File: config.mk
export PLATFORM = sky130hd
export DESIGN_NAME = fpu_sub_arbiter_flat
export DESIGN_NICKNAME = d
export VERILOG_FILES = /design/src/rtl/fpu_sub_arbiter_if.sv /design/src/rtl/fpu_sub_arbiter.sv /design/src/flat_wrapper.sv
export SDC_FILE = /design/constraint.sdc
export NUM_CORES = 1
export LEC_CHECK = 0
export CAP_MARGIN = 20
export CORE_AREA = 2 2 209 211
export CTS_CLUSTER_DIAMETER = 120
export CTS_CLUSTER_SIZE = 20
export DETAILED_ROUTE_END_ITERATION = 6
export DIE_AREA = 0 0 211 213
export GPL_TIMING_DRIVEN = 0
export HOLD_SLACK_MARGIN = 0.03
export SYNTH_ARGS = -nofsm -noshare
export SYNTH_HDL_FRONTEND = slang
export SYNTH_SLANG_ARGS = --single-unit
File: constraint.sdc
create_clock -name clk -period 1.4 [get_ports clk]
set_input_delay 0.28 -clock clk [delete_from_list [all_inputs] [get_ports clk]]
set_output_delay 0.28 -clock clk [all_outputs]
set_load 0.03 [all_outputs]
File: src/rtl/fpu_sub_arbiter_if.sv
// Requester, response and shared-subtractor signals of the two-port FPU subtract arbiter.
// The slave modport is the arbiter side; the master modport is the requester/subtractor side.
interface fpu_sub_arbiter_if;
    logic        req0_valid;
    logic        req0_ready;
    logic [63:0] req0_a;
    logic [63:0] req0_b;
    logic        req1_valid;
    logic        req1_ready;
    logic [63:0] req1_a;
    logic [63:0] req1_b;
    logic        resp0_valid;
    logic        resp0_ready;
    logic        resp1_valid;
    logic        resp1_ready;
    logic [63:0] resp_data;
    logic [63:0] sub_a;
    logic [63:0] sub_b;
    logic [63:0] sub_c;
    logic        busy;
    logic [15:0] ops_done;

    modport slave (
        input  req0_valid, req0_a, req0_b, req1_valid, req1_a, req1_b,
        input  resp0_ready, resp1_ready, sub_c,
        output req0_ready, req1_ready, resp0_valid, resp1_valid,
        output resp_data, sub_a, sub_b, busy, ops_done
    );

    modport master (
        output req0_valid, req0_a, req0_b, req1_valid, req1_a, req1_b,
        output resp0_ready, resp1_ready, sub_c,
        input  req0_ready, req1_ready, resp0_valid, resp1_valid,
        input  resp_data, sub_a, sub_b, busy, ops_done
    );
endinterface

File: src/rtl/fpu_sub_arbiter.sv
// Round-robin arbiter sharing one FP subtractor between two requesters; response valid LATENCY+1
// edges after the request handshake; one op in flight, requests stalled until the response is taken.
module fpu_sub_arbiter #(
    parameter int LATENCY = 1  // subtractor settle cycles, legal 1..15
) (
    input  logic             clk,
    input  logic             rst,
    fpu_sub_arbiter_if.slave bus
);
    typedef enum logic [1:0] {IDLE = 2'd0, WAIT = 2'd1, RESP = 2'd2} state_t;

    localparam logic [3:0] LAT = 4'(LATENCY);

    state_t      state_q, state_d;
    logic        rr_q;
    logic        gnt_q;
    logic [3:0]  cnt_q;
    logic [63:0] sub_a_q;
    logic [63:0] sub_b_q;
    logic [63:0] resp_data_q;
    logic [15:0] ops_q;
    logic        grant0, grant1;
    logic        req_hs, resp_hs;

    always_comb begin
        state_d = state_q;
        grant0  = 1'b0;
        grant1  = 1'b0;
        req_hs  = 1'b0;
        resp_hs = 1'b0;
        case (state_q)
            IDLE: begin
                // lone requester wins; on contention rr picks the port
                grant0 = bus.req0_valid & (~bus.req1_valid | ~rr_q);
                grant1 = bus.req1_valid & (~bus.req0_valid | rr_q);
                req_hs = grant0 | grant1;
                if (req_hs) state_d = WAIT;
            end
            WAIT: begin
                if (cnt_q == 4'd1) state_d = RESP;
            end
            RESP: begin
                resp_hs = gnt_q ? bus.resp1_ready : bus.resp0_ready;
                if (resp_hs) state_d = IDLE;
            end
            default: state_d = IDLE;
        endcase
    end

    always_ff @(posedge clk) begin
        if (rst) state_q <= IDLE;
        else     state_q <= state_d;
    end

    always_ff @(posedge clk) begin
        if (rst) begin
            rr_q        <= 1'b0;
            gnt_q       <= 1'b0;
            cnt_q       <= 4'd0;
            sub_a_q     <= 64'd0;
            sub_b_q     <= 64'd0;
            resp_data_q <= 64'd0;
            ops_q       <= 16'd0;
        end else begin
            if (req_hs) begin
                sub_a_q <= grant1 ? bus.req1_a : bus.req0_a;
                sub_b_q <= grant1 ? bus.req1_b : bus.req0_b;
                gnt_q   <= grant1;
                cnt_q   <= LAT;
            end
            if (state_q == WAIT) begin
                cnt_q <= cnt_q - 4'd1;
                if (cnt_q == 4'd1) resp_data_q <= bus.sub_c;
            end
            if (resp_hs) begin
                rr_q  <= ~gnt_q;
                ops_q <= ops_q + 16'd1;
            end
        end
    end

    // rst masks every handshake output so nothing is offered while reset is applied
    assign bus.req0_ready  = grant0 & ~rst;
    assign bus.req1_ready  = grant1 & ~rst;
    assign bus.resp0_valid = (state_q == RESP) & ~gnt_q & ~rst;
    assign bus.resp1_valid = (state_q == RESP) &  gnt_q & ~rst;
    assign bus.busy        = (state_q != IDLE) & ~rst;
    assign bus.resp_data   = resp_data_q;
    assign bus.sub_a       = sub_a_q;
    assign bus.sub_b       = sub_b_q;
    assign bus.ops_done    = ops_q;
endmodule

File: src/flat_wrapper.sv
// flat-port wrapper written by rule: the top's interface ports become plain ports
module fpu_sub_arbiter_flat 
#(
    parameter int LATENCY = 1                                          
)
  (clk, rst, bus_req0_valid, bus_req0_a, bus_req0_b, bus_req1_valid, bus_req1_a, bus_req1_b, bus_resp0_ready, bus_resp1_ready, bus_sub_c, bus_req0_ready, bus_req1_ready, bus_resp0_valid, bus_resp1_valid, bus_resp_data, bus_sub_a, bus_sub_b, bus_busy, bus_ops_done);
  fpu_sub_arbiter_if bus_i ();
  input  logic clk;
  input  logic rst;
  input wire logic [$bits(bus_i.req0_valid)-1:0] bus_req0_valid;
  input wire logic [$bits(bus_i.req0_a)-1:0] bus_req0_a;
  input wire logic [$bits(bus_i.req0_b)-1:0] bus_req0_b;
  input wire logic [$bits(bus_i.req1_valid)-1:0] bus_req1_valid;
  input wire logic [$bits(bus_i.req1_a)-1:0] bus_req1_a;
  input wire logic [$bits(bus_i.req1_b)-1:0] bus_req1_b;
  input wire logic [$bits(bus_i.resp0_ready)-1:0] bus_resp0_ready;
  input wire logic [$bits(bus_i.resp1_ready)-1:0] bus_resp1_ready;
  input wire logic [$bits(bus_i.sub_c)-1:0] bus_sub_c;
  output wire logic [$bits(bus_i.req0_ready)-1:0] bus_req0_ready;
  output wire logic [$bits(bus_i.req1_ready)-1:0] bus_req1_ready;
  output wire logic [$bits(bus_i.resp0_valid)-1:0] bus_resp0_valid;
  output wire logic [$bits(bus_i.resp1_valid)-1:0] bus_resp1_valid;
  output wire logic [$bits(bus_i.resp_data)-1:0] bus_resp_data;
  output wire logic [$bits(bus_i.sub_a)-1:0] bus_sub_a;
  output wire logic [$bits(bus_i.sub_b)-1:0] bus_sub_b;
  output wire logic [$bits(bus_i.busy)-1:0] bus_busy;
  output wire logic [$bits(bus_i.ops_done)-1:0] bus_ops_done;
  assign bus_i.req0_valid = bus_req0_valid;
  assign bus_i.req0_a = bus_req0_a;
  assign bus_i.req0_b = bus_req0_b;
  assign bus_i.req1_valid = bus_req1_valid;
  assign bus_i.req1_a = bus_req1_a;
  assign bus_i.req1_b = bus_req1_b;
  assign bus_i.resp0_ready = bus_resp0_ready;
  assign bus_i.resp1_ready = bus_resp1_ready;
  assign bus_i.sub_c = bus_sub_c;
  assign bus_req0_ready = bus_i.req0_ready;
  assign bus_req1_ready = bus_i.req1_ready;
  assign bus_resp0_valid = bus_i.resp0_valid;
  assign bus_resp1_valid = bus_i.resp1_valid;
  assign bus_resp_data = bus_i.resp_data;
  assign bus_sub_a = bus_i.sub_a;
  assign bus_sub_b = bus_i.sub_b;
  assign bus_busy = bus_i.busy;
  assign bus_ops_done = bus_i.ops_done;
  fpu_sub_arbiter #(.LATENCY(LATENCY)) u_core (.clk(clk), .rst(rst), .bus(bus_i));
endmodule
-- Word-level counts from Yosys, hierarchy flattened
Index checks and enable logic that the tools add are counted.
- mux-type cells: 13
- bitwise gates (word level): 17
- reductions and logical operators: 5
- $add $sub $neg: 2
- equality and inequality tests: 6
- operators with widths (kind ; number):
    $mux 64 ; 2
    $add 16x1->16 const B ; 1
    $and 1x1->1 ; 9
    $mux 4 ; 2
    $mux 2 ; 3
    $ne 2x1->1 const B ; 3
    $pmux 2 s3 ; 1
    $mux 1 ; 5
    $not 1->1 ; 5
    $eq 4x1->1 const B ; 1
    $reduce_bool 2->1 ; 2
    $sub 4x1->4 const B ; 1
    $or 1x1->1 ; 3
    $reduce_and 3->1 ; 1
    $eq 2x1->1 const B ; 1
    $eq 2x2->1 const B ; 1
    $logic_not 2->1 ; 1
    $reduce_and 2->1 ; 1
- logic and storage cells: 51
- output and inout port bits: 213
- register bits: 216
- input port bits: 326

-- Logic depth before layout (Yosys ltp)
- word-level depth: 7
- gate-level depth with buffers: 7

-- Least setup slack after synthesis
No wires, ideal clock.
- kind: register to register
- from: register u_core.ops_q[0] (netlist: u_core.bus.ops_done[0])
- to: register u_core.ops_q[12] (netlist: u_core.bus.ops_done[12])
- setup slack: -402 ps
- data required time: 1330 ps
- arrival time: 1731 ps
- stages on the path, launching flop included: 6
- cell sequence: dfxtp_1 -> ha_1 -> nand3_1 -> or3_4 -> or3_1 -> a21oi_1
- longest elaborated chain between the ends: 1
- ends and longest elaborated chain (what ; RTL line ; text):
    start, declared ; fpu_sub_arbiter.sv:21 ; logic [15:0] ops_q;
    start signal, assigned ; fpu_sub_arbiter.sv:77 ; ops_q <= ops_q + 16'd1;
    $add 16x1->16 ; fpu_sub_arbiter.sv:77 ;
Every way passes these cells.
A chain may end at the register's enable or synchronous reset.

-- Final worst setup path
- from: register u_core.state_q[1]
- to: output port bus_req0_ready
- longest elaborated chain between the ends: 3
- ends and longest elaborated chain (what ; RTL line ; text):
    start, declared ; fpu_sub_arbiter.sv:14 ; state_t state_q, state_d;
    start signal, assigned ; fpu_sub_arbiter.sv:52 ; else state_q <= state_d;
    $logic_not 2->1 ; fpu_sub_arbiter.sv:31 ; case (state_q)
    $mux 1 ; fpu_sub_arbiter.sv:31 ;
    $and 1x1->1 ; fpu_sub_arbiter.sv:83 ; assign bus.req0_ready = grant0 & ~rst;
    end, declared ; flat_wrapper.sv:19 ; output wire logic [$bits(bus_i.req0_ready)-1:0] bus_req0_ready;
Every way passes these cells.

==> metrics.txt <==
largest net degree at the start of global routing 22; Final Cycle Share 130%; clk sinks approximately 220; area grow syn2layout 83.2%; Placed Instances between 2000 and 2500; cell count after synthesis roughly 1100; status finished with violations; Slowest-stage cell, CP dfxtp_4; FF-to-FF End u_core.bus.sub_a[24]; Worst setup SP type flip-flop; Final WS setup -0.414 ns; CP Data Required Time 1.12 ns; RSZ-0062 raised after global routing yes; Setup TNS Final -53.44 ns; Die Ht between 200 and 250 um; Post-DRT Antenna Nets 0; Hold Crit Class primary input to flip-flop; router iterations before antenna repair 5; Final Hold Vio Count 0; Worst R2R Start u_core.state_q[1]; Yosys warnings 0; hold_ws around 0.32 ns; delay-heaviest family, CP flip-flops; top post-synthesis cells by area dfxtp_1 48%, nand2_1 16%, a311oi_1 13%; Starting Density between 20% and 30%; Slew headroom between 40% and 50%; Netlist cell types 35; initial antenna violation count 2; Cell Area, Synth roughly 0.0089 sq mm; first-pass GRT wire length 62.3 mm; Total Power 18.8 mW; htree depth 1; Final Critical Period around 1.8 ns; Port Buffer Count between 500 and 600; vias per cell between 4 and 5; CTS tree yes; Ports around 540; Leakage around 6.7 nW; CTS root buffer clkbuf_16; full die area ~0.045 sq mm; cts bufs inserted 14; Synth Area per Inst between 7 and 8 sq um; FF+latch count, synth between 200 and 250; DR WL/cell approximately 20 um; CP cell instances nor2_4, nand2_1, a211oi_2, buf_4; worst hold stages 3; Hold EP u_core.bus.resp_data[23]; dpl cell area around 0.015 sq mm; post-DP HPWL roughly 33 mm; crit-path max cell delay slightly below 0.4 ns; GRT overflow 0; Fmax 551 MHz; Worst Path Max Fanout 5; critical path data arrival time 1.53 ns; Placer Congestion 0.880; overall routing resource usage a little under a fifth; Final Instance Area 0.0163 sq mm; clk_lat worst skew approximately 0.5 ns; Worst Clk Skew about 0.022 ns; fill count between 4000 and 5000; Reg2Reg Depth 8; post-synthesis net count around 1500; # hold bufs at CTS 0; Crit path buffers/inverters 1; non-filler cells, final roughly 2300; drt first-iter violations between 600 and 700; Final Util approximately two fifths; clock buffer depth 3; DR DRC count 0; internal reg-to-reg setup slack -0.38 ns; row cnt 76; dpl ws -1.11 ns; total of max-cap violations 0; final wirelength ~45 mm; Yosys top cell by area dfxtp_1; Worst-Margin Slew 0.756 ns; Layout Nets 2067; fin. max-slew vios 0; failing checks setup timing; worst vdd ir ~0.00078 V; Worst-path clk slew ~0.1 ns; Core ar. ~0.043 sq mm; fraction of layout cells with a size suffix above 1 27.0%; Worst Hold Launch bus_sub_c[23]; sequential area share after synthesis roughly half; critical path class flip-flop to output port; Power Dens Cells 1150 mW/mm^2; share of the synthesized area in the top cell type between 40% and 50%; setup violators final about 210; Die Width approximately 210 um; number of global-route vias before repair around 10000; critical path endpoint category output port; via count between 10000 and 15000
## registers in the layout, summed over array words and instances (netlist names)
name                  count
u_core.bus.resp_data     64
u_core.bus.sub_a         64
u_core.bus.sub_b         64
u_core.bus.ops_done      16
u_core.cnt_q              4
u_core.state_q            2
u_core.gnt_q              1
u_core.rr_q               1
## cells in the mapped netlist
cell       instances
nor3b_1            3
and4_1             2
a211oi_1           2
nand2b_1           3
a311oi_1         128
buf_4             13
nor3_1             7
nand2_1          392
o21ai_0            7
o31ai_1            1
or3_4              2
buf_1              1
nor4b_1            2
a21oi_1           76
and3_1             2
nand3b_1           1
buf_2             39
o22a_1             1
nor2b_1            2
mux2i_1            1
a2bb2oi_1          1
nand3_1            8
o21a_1             1
xor2_1             1
nand4_1            2
buf_6             11
nand4b_4           1
ha_1               3
nor4_1             2
dfxtp_1          216
xnor2_1            9
clkbuf_1          34
or3_1              5
inv_1              3
nor2_1           150
## worst max path at each step
stage / startpoint / end / slack [ns] / depth (start not counted)
2_1_floorplan: u_core.bus.ops_done[0] / u_core.bus.ops_done[12] / -0.16 / 5
3_3_place_gp: bus_req0_valid / bus_req1_ready / -1.11 / 6
3_5_place_dp: bus_req0_valid / bus_req1_ready / -1.11 / 6
4_1_cts: u_core.state_q[0] / bus_req1_ready / -0.45 / 5
5_1_grt: u_core.state_q[1] / bus_req0_ready / -0.50 / 4
6_report: u_core.state_q[1] / bus_req0_ready / -0.41 / 4
## cells in the final DEF, fill, tap and decap left out, types with 5 or more instances in the layout
master / instances
clkbuf_16: 26
clkbuf_4: 11
dfxtp_1: 196
clkbuf_1: 22
xnor2_1: 9
buf_2: 192
o21ai_0: 7
nor3_1: 6
dfxtp_4: 12
a311oi_2: 29
nand2_2: 16
a21oi_2: 21
buf_12: 16
nor2_1: 147
nand3_1: 5
buf_6: 17
buf_16: 10
dfxtp_2: 8
a311oi_1: 99
clkdlybuf4s50_1: 324
buf_8: 28
nand2_1: 372
buf_4: 52
a21oi_1: 55
## worst min-delay path, stage by stage
cell	delay, ns
clkdlybuf4s50_1	0.40
nand2_1	0.06
a21oi_1	0.05
## routing by layer
metal / track usage [%] / part of all wire (%) / vias up
li1: - / - / 5101
met1: 23.3 / 43 / 5028
met2: 30.2 / 48 / 399
met3: 3.97 / 6.6 / 66
met4: 5.93 / 2.9 / 0
met5: 0 / 0 / -
## cells by family after synthesis
group / synth area share [%]
flops: 48.5
simple gates: 26.0
compound gates: 17.8
mux: 0.112
fa+ha+maj: 0.421
buf+inv: 6.27
xor+xnor: 0.982
## timing repair
item	4_1_cts	5_1_grt
gates cloned	15	11
setup endpoints to repair	424	240
resized for setup	1228	131
pin swaps	82	66
buffers inserted	16	15
## final cells by class
type | instances | area [sq um] | share of cell area, %
multi-input cells | 815 | 4500 | 27.5
repair buffers | 592 | 5400 | 33.0
clock buffers | 17 | 404 | 2.47
diodes | 2 | 5.00 | 0.0306
well taps | 546 | 683 | 4.18
flip-flops and latches | 216 | 4380 | 26.8
plain buffers | 96 | 972 | 5.95
inverters | 3 | 11.3 | 0.0689
## where the power goes
part,switching [mW],internal [mW],total (mW)
sequential,0.396,6.82,7.22
clock,2.26,2.04,4.30
combinational,4.05,3.22,7.27
(Power assumes the default switching activity.)
